[config.mk]
export PLATFORM = sky130hd
export DESIGN_NAME = serial_port_tx
export DESIGN_NICKNAME = d
export VERILOG_FILES = /design/src/rtl/serial_port_tx_pkg.sv /design/src/rtl/tx_req_queue.sv /design/src/rtl/serial_port_tx.sv
export SDC_FILE = /design/constraint.sdc
export NUM_CORES = 1
export LEC_CHECK = 0
export ABC_AREA = 1
export ABC_CLOCK_PERIOD_IN_PS = 7600
export CAP_MARGIN = 15
export CORE_MARGIN = 2
export CORE_UTILIZATION = 50
export CTS_BUF_LIST = sky130_fd_sc_hd__clkbuf_8
export DETAILED_ROUTE_END_ITERATION = 8
export GPL_TIMING_DRIVEN = 1
export HOLD_SLACK_MARGIN = 0.1
export PLACE_DENSITY = 0.71
export RECOVER_POWER = 100
export SLEW_MARGIN = 20
export SYNTH_ARGS = -nofsm -noshare
export SYNTH_HDL_FRONTEND = slang
export SYNTH_HIERARCHICAL = 1
export SYNTH_SLANG_ARGS = --single-unit
[constraint.sdc]
create_clock -name clock -period 7.6 [get_ports clock]
set_input_delay 1.52 -clock clock [delete_from_list [all_inputs] [get_ports clock]]
set_output_delay 1.52 -clock clock [all_outputs]
set_load 0.02 [all_outputs]
[src/rtl/serial_port_tx_pkg.sv]
// Shared types for the serial port transmitter and router input port:
// field widths, FSM state encoding and the queued request format.
package serial_port_tx_pkg;

    localparam int unsigned ADDR_W    = 4;
    localparam int unsigned PAYLOAD_W = 32;

    typedef enum logic [2:0] {
        IDLE,
        ADDR,
        PAD,
        DATA,
        GAP
    } tx_state_e;

    typedef struct packed {
        logic [ADDR_W-1:0]    addr;
        logic [PAYLOAD_W-1:0] payload;
    } tx_req_t;

endpackage

[src/rtl/tx_req_queue.sv]
// Synchronous request FIFO for the serial transmitter; push is dropped when
// full and pop is ignored when empty.
module tx_req_queue
    import serial_port_tx_pkg::*;
#(
    parameter int unsigned DEPTH = 4
) (
    input  logic                     clock,
    input  logic                     reset_n,
    input  logic                     push,
    input  tx_req_t                  push_data,
    input  logic                     pop,
    output tx_req_t                  pop_data,
    output logic                     full,
    output logic                     empty,
    output logic [$clog2(DEPTH):0]   count
);
    localparam int unsigned PTR_W = $clog2(DEPTH);
    localparam int unsigned CNT_W = PTR_W + 1;

    tx_req_t          mem [DEPTH];
    logic [PTR_W-1:0] wr_ptr;
    logic [PTR_W-1:0] rd_ptr;
    logic             do_push;
    logic             do_pop;

    assign full     = (count == CNT_W'(DEPTH));
    assign empty    = (count == '0);
    assign do_push  = push && !full;
    assign do_pop   = pop && !empty;
    assign pop_data = mem[rd_ptr];

    always_ff @(posedge clock) begin
        if (!reset_n) begin
            wr_ptr <= '0;
            rd_ptr <= '0;
            count  <= '0;
        end else begin
            if (do_push) wr_ptr <= wr_ptr + PTR_W'(1);
            if (do_pop)  rd_ptr <= rd_ptr + PTR_W'(1);
            case ({do_push, do_pop})
                2'b10:   count <= count + CNT_W'(1);
                2'b01:   count <= count - CNT_W'(1);
                default: count <= count;
            endcase
        end
    end

    // Storage needs no reset: entries are only read once count marks them valid.
    always_ff @(posedge clock) begin
        if (do_push) mem[wr_ptr] <= push_data;
    end

endmodule

[src/rtl/serial_port_tx.sv]
// Host-side serializer: queues {addr, payload} requests and emits one
// frame_n/valid_n/di frame per request, LSB first, with registered outputs.
module serial_port_tx
    import serial_port_tx_pkg::*;
#(
    parameter int unsigned DEPTH      = 4,
    parameter int unsigned PAD_CYCLES = 1,
    parameter int unsigned GAP_CYCLES = 1
) (
    input  logic                 clock,
    input  logic                 reset_n,
    input  logic                 req_valid,
    output logic                 req_ready,
    input  logic [ADDR_W-1:0]    req_addr,
    input  logic [PAYLOAD_W-1:0] req_payload,
    output logic                 frame_n,
    output logic                 valid_n,
    output logic                 di,
    output logic                 busy,
    output logic [15:0]          frames_sent
);
    localparam int unsigned CNT_W     = $clog2(DEPTH) + 1;
    localparam logic [5:0]  ADDR_LAST = 6'(ADDR_W - 1);
    localparam logic [5:0]  DATA_LAST = 6'(PAYLOAD_W - 1);
    localparam logic [4:0]  PAD_LAST  = 5'(PAD_CYCLES - 1);
    localparam logic [4:0]  GAP_LAST  = 5'(GAP_CYCLES - 1);

    tx_state_e              state, state_nxt;
    logic [5:0]             bit_cnt, bit_cnt_nxt;
    logic [4:0]             pad_cnt, pad_cnt_nxt;
    logic [4:0]             gap_cnt, gap_cnt_nxt;
    logic [ADDR_W-1:0]      addr_sr;
    logic [PAYLOAD_W-1:0]   pay_sr;
    logic                   frame_n_d, valid_n_d, di_d;
    logic                   q_pop, shift_addr, shift_pay, frame_done;
    logic                   q_full, q_empty;
    logic [CNT_W-1:0]       q_count;
    tx_req_t                q_in, q_head;

    assign q_in      = '{addr: req_addr, payload: req_payload};
    assign req_ready = !q_full;
    assign busy      = (state != IDLE) || (q_count != '0);

    tx_req_queue #(
        .DEPTH (DEPTH)
    ) u_queue (
        .clock     (clock),
        .reset_n   (reset_n),
        .push      (req_valid),
        .push_data (q_in),
        .pop       (q_pop),
        .pop_data  (q_head),
        .full      (q_full),
        .empty     (q_empty),
        .count     (q_count)
    );

    // Pin values are computed from the current state and registered, so the
    // pins trail the state by one cycle.
    always_comb begin
        state_nxt   = state;
        bit_cnt_nxt = bit_cnt;
        pad_cnt_nxt = pad_cnt;
        gap_cnt_nxt = gap_cnt;
        frame_n_d   = 1'b1;
        valid_n_d   = 1'b1;
        di_d        = 1'b0;
        q_pop       = 1'b0;
        shift_addr  = 1'b0;
        shift_pay   = 1'b0;
        frame_done  = 1'b0;
        case (state)
            IDLE: begin
                if (!q_empty) begin
                    q_pop       = 1'b1;
                    bit_cnt_nxt = '0;
                    state_nxt   = ADDR;
                end
            end
            ADDR: begin
                frame_n_d  = 1'b0;
                di_d       = addr_sr[0];
                shift_addr = 1'b1;
                if (bit_cnt == ADDR_LAST) begin
                    bit_cnt_nxt = '0;
                    pad_cnt_nxt = '0;
                    state_nxt   = (PAD_CYCLES == 0) ? DATA : PAD;
                end else begin
                    bit_cnt_nxt = bit_cnt + 6'd1;
                end
            end
            PAD: begin
                frame_n_d = 1'b0;
                if (pad_cnt == PAD_LAST) state_nxt = DATA;
                else                     pad_cnt_nxt = pad_cnt + 5'd1;
            end
            DATA: begin
                valid_n_d = 1'b0;
                di_d      = pay_sr[0];
                shift_pay = 1'b1;
                frame_n_d = (bit_cnt == DATA_LAST);
                if (bit_cnt == DATA_LAST) begin
                    frame_done  = 1'b1;
                    gap_cnt_nxt = '0;
                    state_nxt   = GAP;
                end else begin
                    bit_cnt_nxt = bit_cnt + 6'd1;
                end
            end
            GAP: begin
                if (gap_cnt == GAP_LAST) begin
                    if (!q_empty) begin
                        q_pop       = 1'b1;
                        bit_cnt_nxt = '0;
                        state_nxt   = ADDR;
                    end else begin
                        state_nxt = IDLE;
                    end
                end else begin
                    gap_cnt_nxt = gap_cnt + 5'd1;
                end
            end
            default: state_nxt = IDLE;
        endcase
    end

    always_ff @(posedge clock) begin
        if (!reset_n) begin
            state       <= IDLE;
            bit_cnt     <= '0;
            pad_cnt     <= '0;
            gap_cnt     <= '0;
            addr_sr     <= '0;
            pay_sr      <= '0;
            frame_n     <= 1'b1;
            valid_n     <= 1'b1;
            di          <= 1'b0;
            frames_sent <= '0;
        end else begin
            state   <= state_nxt;
            bit_cnt <= bit_cnt_nxt;
            pad_cnt <= pad_cnt_nxt;
            gap_cnt <= gap_cnt_nxt;
            frame_n <= frame_n_d;
            valid_n <= valid_n_d;
            di      <= di_d;
            if (q_pop) begin
                addr_sr <= q_head.addr;
                pay_sr  <= q_head.payload;
            end else begin
                if (shift_addr) addr_sr <= addr_sr >> 1;
                if (shift_pay)  pay_sr  <= pay_sr >> 1;
            end
            if (frame_done) frames_sent <= frames_sent + 16'd1;
        end
    end

endmodule
After elaboration in Yosys (flattened, before gate mapping) --
Memory sizes are Yosys's and may differ from the RTL's. A register that Yosys moved wholly into a read port is not among the register bits. Cells that the tools add are included.
Word-level totals: memory bits (writable) 144, memory bits (read-only) 0, bits in latches 0, bits in registers 81, memories 1, word-level logic and storage cells 98
Memory list:
- u_queue.mem | words 4, width 36, rd ports 1, clocked after memory_dff 1, write ports 1, RTL line tx_req_queue.sv:21 | tx_req_t mem [DEPTH];
Operators by class: shift operators 0, multipliers 0, divide/modulo/power cells 0, add/sub/neg operators 8, bitwise operators 0, mux-type cells 37, magnitude comparators 0, reductions and logical operators 22, equal/unequal tests 17
Operators with widths (count):
- $mux 32 | 2
- $mux 6 | 4
- $pmux 6 s4 | 1
- $mux 5 | 4
- $pmux 5 s2 | 2
- $add 16x1->16 const B | 1
- $ne 2x2->1 const B | 8
- $mux 3 | 5
- $pmux 3 s5 | 1
- $add 5x1->5 const B | 2
- $logic_not 5->1 | 2
- $mux 1 | 10
- $reduce_bool 2->1 | 5
- $reduce_and 3->1 | 3
- $mux 4 | 2
- $add 6x1->6 const B | 1
- $eq 3x2->1 const B | 2
- $eq 3x3->1 const B | 2
- $eq 6x2->1 const B | 1
- $eq 6x5->1 const B | 1
- $logic_not 3->1 | 2
- $pmux 1 s2 | 3
- $pmux 3 s2 | 1
- $reduce_bool 3->1 | 2
- other kinds (13) | 17

Logic depth before layout (Yosys ltp) --
Gate-level depths: netlist (run 1).
depth after elaboration 7, gate-level depth with buffers 18

Cells and area by module --
The synthesis (run 1) kept the hierarchy.
Modules (own cells, without submodules):
- tx_req_queue | cells an instance 417, instances 1, area each 5860.6 µm², seq. area each 4504.3 µm²
- serial_port_tx | cells an instance 521, instances 1, area each 3733.6 µm², seq. area each 1481.4 µm²

Worst setup path after synthesis (run 1) --
Ideal clock, no wire load.
path type input-to-reg, start input req_valid, end memory u_queue/mem[0][0] (netlist name) (enable), path buffers 0, data required time 7171 ps, arrival 3156 ps, cell stages on the path 2, setup slack 4015 ps, library setup time 429 ps, path through nand2_1 -> nor2_1
On the way: longest elaborated chain between the ends 3
RTL lines:
- from (decl) | RTL line serial_port_tx.sv:12 | input logic req_valid,
- $logic_and 1x1->1 | RTL line tx_req_queue.sv:29 | assign do_push = push && !full;
- $mux 1 | RTL line tx_req_queue.sv:51 | if (do_push) mem[wr_ptr] <= push_data;
- $mux 1 (implied by the code) | RTL line tx_req_queue.sv:51
- to (decl) | RTL line tx_req_queue.sv:21
Every way passes these cells.

Final worst setup path (run 1) --
start input req_valid, end memory u_queue/mem[0][32] (netlist name) (enable)
Same word-level chain as after synthesis.

==> results.py, run 1 <==
metrics = {
    "synthesis": {
        "netlist_top_cells_area": "sky130_fd_sc_hd__edfxtp_1, sky130_fd_sc_hd__dfxtp_1, sky130_fd_sc_hd__nand2_1",
        "ys_types": 39,
        "synth_edf_count": 144,
        "synthesis.yosys.warnings": 6,
        "synth_area_um2": 9594,
        "synth_cells": 938,
        "synthDominantCellAreaShare_pct": 45.07,
        "synth-seq-cells": 227,
        "async_reset_ff_share_pct": 0,
        "synth.largest_area_cell": "sky130_fd_sc_hd__edfxtp_1",
        "synth_sequential_area_ratio_pct": 62.39,
        "synth_ff_type": "sky130_fd_sc_hd__edfxtp_1",
        "post-synth-top-count-cell": "sky130_fd_sc_hd__edfxtp_1",
        "synth_commonest_cells": "sky130_fd_sc_hd__edfxtp_1, sky130_fd_sc_hd__nand2_1, sky130_fd_sc_hd__nor2_1",
        "syn_nets": 989,
        "synth.avg_cell_area_um2": 10.23,
    },
    "cells_and_area": {
        "layout.nets": 1049,
        "multi_input_area_um2": 3078,
        "instances_no_fill": 1260,
        "sequential_cell_area_um2": 5988,
        "antenna-diode-count": 0,
        "fillerInstances": 1609,
        "layout-drive-gt1-share_pct": 7.407,
        "layout-area-overhead-vs-synth_pct": 13.75,
    },
    "setup_path": {
        "worst_setup_path_end_kind": "flip-flop",
        "arrival_ns": 4.75,
        "crit_family": "simple AND/OR/NAND/NOR gates",
        "critPathSlowestCell": "sky130_fd_sc_hd__nor2_1",
        "critical_path.startpoint_type": "primary input",
        "critical_path_cell_count": 4,
        "critical_path_buf_inv_count": 2,
        "path_class": "primary input to flip-flop",
        "worst_flop_to_flop_path_startpoint": "u_queue/count[1]$_SDFFE_PN0P_",
        "crit-reg2reg-capture": "u_queue/count[2]$_SDFFE_PN0P_",
        "timing.critical_path.cells": "dlygate4sd3_1 -> nand2_1 -> nor2_1 -> clkbuf_1",
        "critical_path_required_ns": 7.72,
        "r2r_slack_ns": 3.24,
        "timing.critical_path.slowest_cell_delay_ns": 1.46,
        "depth_of_the_most_critical_reg_to_reg_path": 17,
        "critPathMaxFanout": 19,
    },
    "min_path": {
        "class_of_the_tightest_hold_or_removal_check": "flip-flop to flip-flop",
        "instance_count_along_the_most_critical_hold_path": 2,
        "min-delay-start": "u_queue/rd_ptr[0]$_SDFFE_PN0P_",
    },
    "place": {
        "dp_cells": 1192,
        "detailed_place_hpwl_um": 11200,
        "numPortBuffers": 59,
        "routabilityCongestion": 0.8396,
    },
    "cts": {
        "tritoncts": "built",
        "clock_tree.buffer_depth": 3,
        "clk_transition_reported_paths_ns": 0.06,
        "cts_num_sinks": 227,
        "cts_resized": 0,
        "cts.root.buffer_cell": "sky130_fd_sc_hd__clkbuf_8",
        "clock_tree.htree_level_count": 2,
        "cts-buffers-inserted": 37,
        "postcts_setup_bufs": 0,
        "ctsHoldBuffers": 0,
        "clk-insertion-delay-late_ns": 0.53,
    },
    "sta": {
        "unrepaired_setup_endpoints_after_global_routing": "false",
        "tightest_slew_ns": 2.386,
        "clock-skew-final_ns": 0.02697,
        "slew_viol_final": 128,
        "final-setup-viol-count": 0,
        "final.min_clock_period_ns": 4.634,
        "fmax_mhz": 215.8,
        "timing.setup.tns_ns": 0,
        "final-hold-violation-count": 0,
        "layout_worst_path_cycle_share_pct": 60.98,
        "maxSlewHeadroom_pct": -59.06,
    },
    "floorplan": {
        "placement_rows": 50,
        "initial_utilization_pct": 51.12,
        "die_area_um2": 20310,
        "die_h_um": 142.5,
        "core_area_um2": 18770,
        "die_width_um": 142.5,
        "pin_count": 60,
    },
    "global_routing": {
        "grt_max_degree": 74,
        "first_pass_grt_wire_length_um": 32290,
        "grt-ovfl-total": 0,
        "antenna_found_initial": 0,
        "grt_pass1_vias": 6627,
        "grt_usage_pct": 19.79,
    },
    "power_and_ir_drop": {
        "irDropWorstVdd_mv": 0.1368,
        "leakage_nw": 3.952,
        "power.density_nw_per_um2": 325.8,
    },
    "drt": {
        "dr.first_iter.drc_count": 517,
        "detail_route.drc_violations": 0,
        "routed_wl_um": 19590,
        "drt_pass1_iterations": 7,
        "vias_per_cell": 5.418,
        "routedWlPerCell_um": 15.55,
        "route.antenna.remaining_nets": 0,
        "detailroute.via_count": 6827,
    },
    "outcome": {
        "failed_checks": "capacitance limit, slew limit",
        "status": "complete, but fails checks",
    },
    "flow_run": {
        "timing.max_cap.violations": 4,
    },
}
-- report_power, final --
| part | total, mW | switching, mW | leakage, nW | internal [mW] |
|---|---|---|---|---|
| registers | 1.61 | 0.0928 | 2.00 | 1.51 |
| clock network | 1.01 | 0.457 | 0.429 | 0.550 |
| logic | 0.943 | 0.654 | 1.52 | 0.289 |
-- stage by stage --
step	setup WS [ns]	util [%]	power, mW	area, um2	hold WS, ns
after global placement	3.843	54.53	2.554	10230	0.4555
after detailed placement	3.844	54.64	2.583	10250	0.4700
after floorplan	4.015	-	2.402	9594	0.4415
after global routing	2.550	58.15	3.781	10910	0.4986
after CTS	4.107	58.46	3.592	10970	0.4782
final	2.966	58.15	3.555	10910	0.4759
-- state kept, by name, indices dropped and copies added (netlist names), named ones only --
| register | cells |
|---|---|
| pad_cnt | 5 |
| u_queue/count | 3 |
| u_queue/wr_ptr | 2 |
| state | 3 |
| gap_cnt | 5 |
| pay_sr | 32 |
| u_queue/rd_ptr | 2 |
| addr_sr | 4 |
| frames_sent | 16 |
| valid_n | 1 |
| u_queue/mem | 144 |
| bit_cnt | 6 |
| di | 1 |
| frame_n | 1 |
-- worst min-delay path, stage by stage, from the launching register on --
cell and delay [ns]:
sky130_fd_sc_hd__dfxtp_1 0.32, sky130_fd_sc_hd__a21oi_1 0.05, sky130_fd_sc_hd__nor2_1 0.07
-- placed cells by master (no fill, tap or decap), drive strengths merged, types with 2 or more instances in the layout --
cell	instances
clkbuf	48
dlygate4sd3	59
nand2	146
edfxtp	144
o21ai	91
nor3	4
a21oi	68
nand3	62
ha	11
dfxtp	83
o22ai	36
nor2	137
a21boi	32
xor2	3
inv	73
nand3b	2
nand4	12
clkinv	6
-- how the worst max path moves through the flow --
stage / from / endpoint / slack (ns)
2_1_floorplan: req_valid / u_queue/mem[0][0]$_DFFE_PP_ / 4.01
3_3_place_gp: req_valid / u_queue/mem[1][10]$_DFFE_PP_ / 3.84
3_5_place_dp: req_valid / u_queue/mem[2][10]$_DFFE_PP_ / 3.84
4_1_cts: state[1]$_SDFFE_PN0P_ / busy / 4.11
5_1_grt: reset_n / gap_cnt[3]$_SDFFE_PN0P_ / 2.55
6_report: req_valid / u_queue/mem[0][32]$_DFFE_PP_ / 2.97
-- cell families after synthesis --
| kind of cell | count (synthesis) | share of synthesized area (%) |
|---|---|---|
| buffers and inverters | 100 | 5.477 |
| XOR/XNOR | 4 | 0.3652 |
| adder cells (fa/ha/maj) | 12 | 1.643 |
| AO/OA/AOI/OAI | 231 | 13.48 |
| flip-flops | 227 | 62.39 |
| AND/OR/NAND/NOR | 364 | 16.64 |
-- routing by layer --
layer	wire length (um)	track usage [%]	share of wire [%]	up-vias
met1	8991	27.01	46	3225
met4	276	5.055	1.4	0
met5	0	0	0	-
li1	-	-	-	3398
met3	1172	4.240	6.0	25
met2	9148	32.41	47	179
-- area by class of cell --
cell class                      count  area share, %
Inverter                           56          2.018
Tap cell                          234          2.683
Multi-Input combinational cell    611          28.20
Sequential cell                   227          54.87
Timing Repair Buffer               65          5.652
Clock inverter                     24          1.147
Clock buffer                       43          5.423
Note: power is estimated with default switching activity, not from simulation.
==> run 2, diff against run 1 <==
--- a/config.mk
+++ b/config.mk
@@ -6,7 +6,7 @@
 export NUM_CORES = 1
 export LEC_CHECK = 0
 export ABC_AREA = 1
-export ABC_CLOCK_PERIOD_IN_PS = 7600
+export ABC_CLOCK_PERIOD_IN_PS = 4600
 export CAP_MARGIN = 15
 export CORE_MARGIN = 2
 export CORE_UTILIZATION = 50
==> constraint.sdc (replaced) <==
create_clock -name clock -period 4.6 [get_ports clock]
set_input_delay 0.92 -clock clock [delete_from_list [all_inputs] [get_ports clock]]
set_output_delay 0.92 -clock clock [all_outputs]
set_load 0.02 [all_outputs]
==> run 2 against run 1 <==
The run still ends with capacitance limit, slew limit left. Flip-flop and latch count unchanged. Register-to-register slack got worse by 1.8 ns. Global-route usage rose by 0.18 points. Combinational power rose by 62%. Highest routed layer unchanged.
==> results.py, run 2 (synthesis results as in run 1) <==
metrics = {
    "outcome": {
        "status": "complete, but fails checks",
        "failed_checks": "capacitance limit, slew limit",
    },
    "global_routing": {
        "grt_usage_pct": 19.97,
        "grt_pass1_vias": 6409,
        "grt-ovfl-total": 0,
        "grt_max_degree": 73,
        "antenna_found_initial": 0,
        "first_pass_grt_wire_length_um": 32080,
    },
    "setup_path": {
        "timing.critical_path.cells": "dlygate4sd3_1 -> nand2_1 -> nor2_1 -> buf_4",
        "critical_path_required_ns": 4.80,
        "critPathSlowestCell": "sky130_fd_sc_hd__nor2_1",
        "critical_path.startpoint_type": "primary input",
        "arrival_ns": 3.64,
        "critical_path_buf_inv_count": 2,
        "critPathMaxFanout": 20,
        "crit_family": "simple AND/OR/NAND/NOR gates",
        "path_class": "primary input to flip-flop",
        "r2r_slack_ns": 1.42,
        "timing.critical_path.slowest_cell_delay_ns": 1.40,
        "worst_setup_path_end_kind": "flip-flop",
    },
    "cts": {
        "tritoncts": "built",
        "postcts_setup_bufs": 0,
        "clk-insertion-delay-late_ns": 0.54,
        "cts_resized": 0,
        "cts-buffers-inserted": 38,
        "cts_num_sinks": 227,
        "clk_transition_reported_paths_ns": 0.06,
        "cts.root.buffer_cell": "sky130_fd_sc_hd__clkbuf_8",
        "ctsHoldBuffers": 0,
        "clock_tree.htree_level_count": 2,
        "clock_tree.buffer_depth": 3,
    },
    "power_and_ir_drop": {
        "irDropWorstVdd_mv": 0.2686,
        "power_switching_mw": 1.995,
        "switching_power_as_a_share_of_total_power_pct": 34.40,
        "power.internal_mw": 3.804,
        "leakage_nw": 3.956,
        "power.density_nw_per_um2": 531.8,
        "power.share.combinational_pct": 26.4,
        "share_clk_of_total_power_pct": 27.3,
        "share_seq_of_total_power_pct": 46.3,
    },
    "floorplan": {
        "initial_utilization_pct": 51.12,
        "pin_count": 60,
        "die_h_um": 142.5,
        "die_width_um": 142.5,
        "die_area_um2": 20310,
        "placement_rows": 50,
        "core_area_um2": 18770,
    },
    "cells_and_area": {
        "top_regs": "u_queue/mem x144, pay_sr x32, frames_sent x16",
        "commonest_cells_after_routing_fill_and_taps_aside": "sky130_fd_sc_hd__edfxtp_1, sky130_fd_sc_hd__nand2_1, sky130_fd_sc_hd__nor2_1, sky130_fd_sc_hd__dfxtp_1, sky130_fd_sc_hd__a21oi_1",
        "antenna-diode-count": 0,
        "layout.cells.most_common": "sky130_fd_sc_hd__edfxtp_1",
        "layout.nets": 1053,
        "layout-area-overhead-vs-synth_pct": 13.65,
        "max_reg_flops": 144,
        "layout-drive-gt1-share_pct": 7.371,
        "stdcell_area_um2": 10900,
        "regMostFlops": "u_queue/mem",
    },
    "sta": {
        "clock-skew-final_ns": 0.02097,
        "unrepaired_setup_endpoints_after_global_routing": "false",
        "timing.setup.tns_ns": 0,
        "slew_viol_final": 56,
        "maxSlewHeadroom_pct": -22.32,
        "fmax_mhz": 291.2,
        "worst_hold_slack_ns": 0.4827,
        "layout_worst_path_cycle_share_pct": 74.65,
        "final-hold-violation-count": 0,
        "tightest_slew_ns": 1.828,
        "final.min_clock_period_ns": 3.434,
        "final-setup-viol-count": 0,
    },
    "drt": {
        "routedWlPerCell_um": 15.43,
        "vias_per_cell": 5.406,
        "routed_wl_um": 19520,
        "drt_pass1_iterations": 5,
        "detailroute.via_count": 6839,
        "route.antenna.remaining_nets": 0,
        "detail_route.drc_violations": 0,
        "dr.first_iter.drc_count": 628,
    },
    "place": {
        "placement.cell_area_um2": 10270,
        "routabilityCongestion": 0.7874,
        "detailed_place_hpwl_um": 11650,
        "numPortBuffers": 59,
    },
    "flow_run": {
        "timing.max_cap.violations": 3,
    },
    "min_path": {
        "class_of_the_tightest_hold_or_removal_check": "flip-flop to flip-flop",
    },
}
-- run 2: cell types whose count changed in the layout (fill, tap and decap cells not counted), sizes merged --
| cell | previous run | this run |
|---|---|---|
| inv | 73 | 76 |
| buf | 1 | 6 |
| bufinv | 1 | 0 |
| clkinv | 6 | 8 |
| clkbuf | 48 | 44 |
-- run 2: path summary, 6_finish.rpt --
path,from,endpoint,depth (start not counted)
max,req_valid,u_queue/mem[0][11]$_DFFE_PP_,4
max reg2reg,u_queue/count[0]$_SDFFE_PN0P_,u_queue/count[1]$_SDFFE_PN0P_,12
min reg2reg,gap_cnt[4]$_SDFFE_PN0P_,gap_cnt[4]$_SDFFE_PN0P_,2
min,gap_cnt[4]$_SDFFE_PN0P_,gap_cnt[4]$_SDFFE_PN0P_,2
-- run 2: worst register-to-register path: stages (launching register included) --
cell	delay, ns
sky130_fd_sc_hd__dfxtp_1	0.30
sky130_fd_sc_hd__inv_1	0.15
sky130_fd_sc_hd__nand3_1	0.19
sky130_fd_sc_hd__inv_1	0.19
sky130_fd_sc_hd__nor2_1	0.08
sky130_fd_sc_hd__nand2_1	0.96
sky130_fd_sc_hd__clkinv_1	0.26
sky130_fd_sc_hd__inv_1	0.11
sky130_fd_sc_hd__nor2_1	0.06
sky130_fd_sc_hd__ha_1	0.19
sky130_fd_sc_hd__inv_1	0.09
sky130_fd_sc_hd__fa_1	0.41
sky130_fd_sc_hd__a21oi_1	0.14
-- run 2: area by class of cell --
cell class	instances	area, um2
clock inverter	28	115.1
fill	1620	7864
clock buffer	41	564.3
timing repair buffer	68	646.9
sequential	227	5987
multi-input combinational	611	3078
tap	234	292.8
inverter	56	220.2
-- run 2: per-layer routing --
metal | share of wire (%) | global-route usage [%]
met1 | 46 | 27.54
met2 | 47 | 32.31
met3 | 5.7 | 4.341
met4 | 1.3 | 5.211
met5 | 0 | 0
-- run 2: per-stage QoR --
step | worst slack, ns | utilization, % | power (mW) | cells
floorplan | 1.615 | - | 3.969 | 938
global placement | 1.470 | 54.73 | 4.249 | 1196
detailed placement | 1.401 | 54.73 | 4.282 | 1196
CTS | 1.653 | 58.35 | 5.871 | 1265
global route | 0.9441 | 58.10 | 6.165 | 1265
finish | 1.166 | 58.10 | 5.799 | 1265
-- run 2: power groups by stage --
stage	registers (mW)	logic [mW]	clock network [mW]
final	2.68	1.53	1.58
after global placement	2.71	1.54	0
after floorplan	2.65	1.32	0
after CTS	2.68	1.57	1.62
after detailed placement	2.72	1.56	0
after global routing	2.72	1.73	1.72
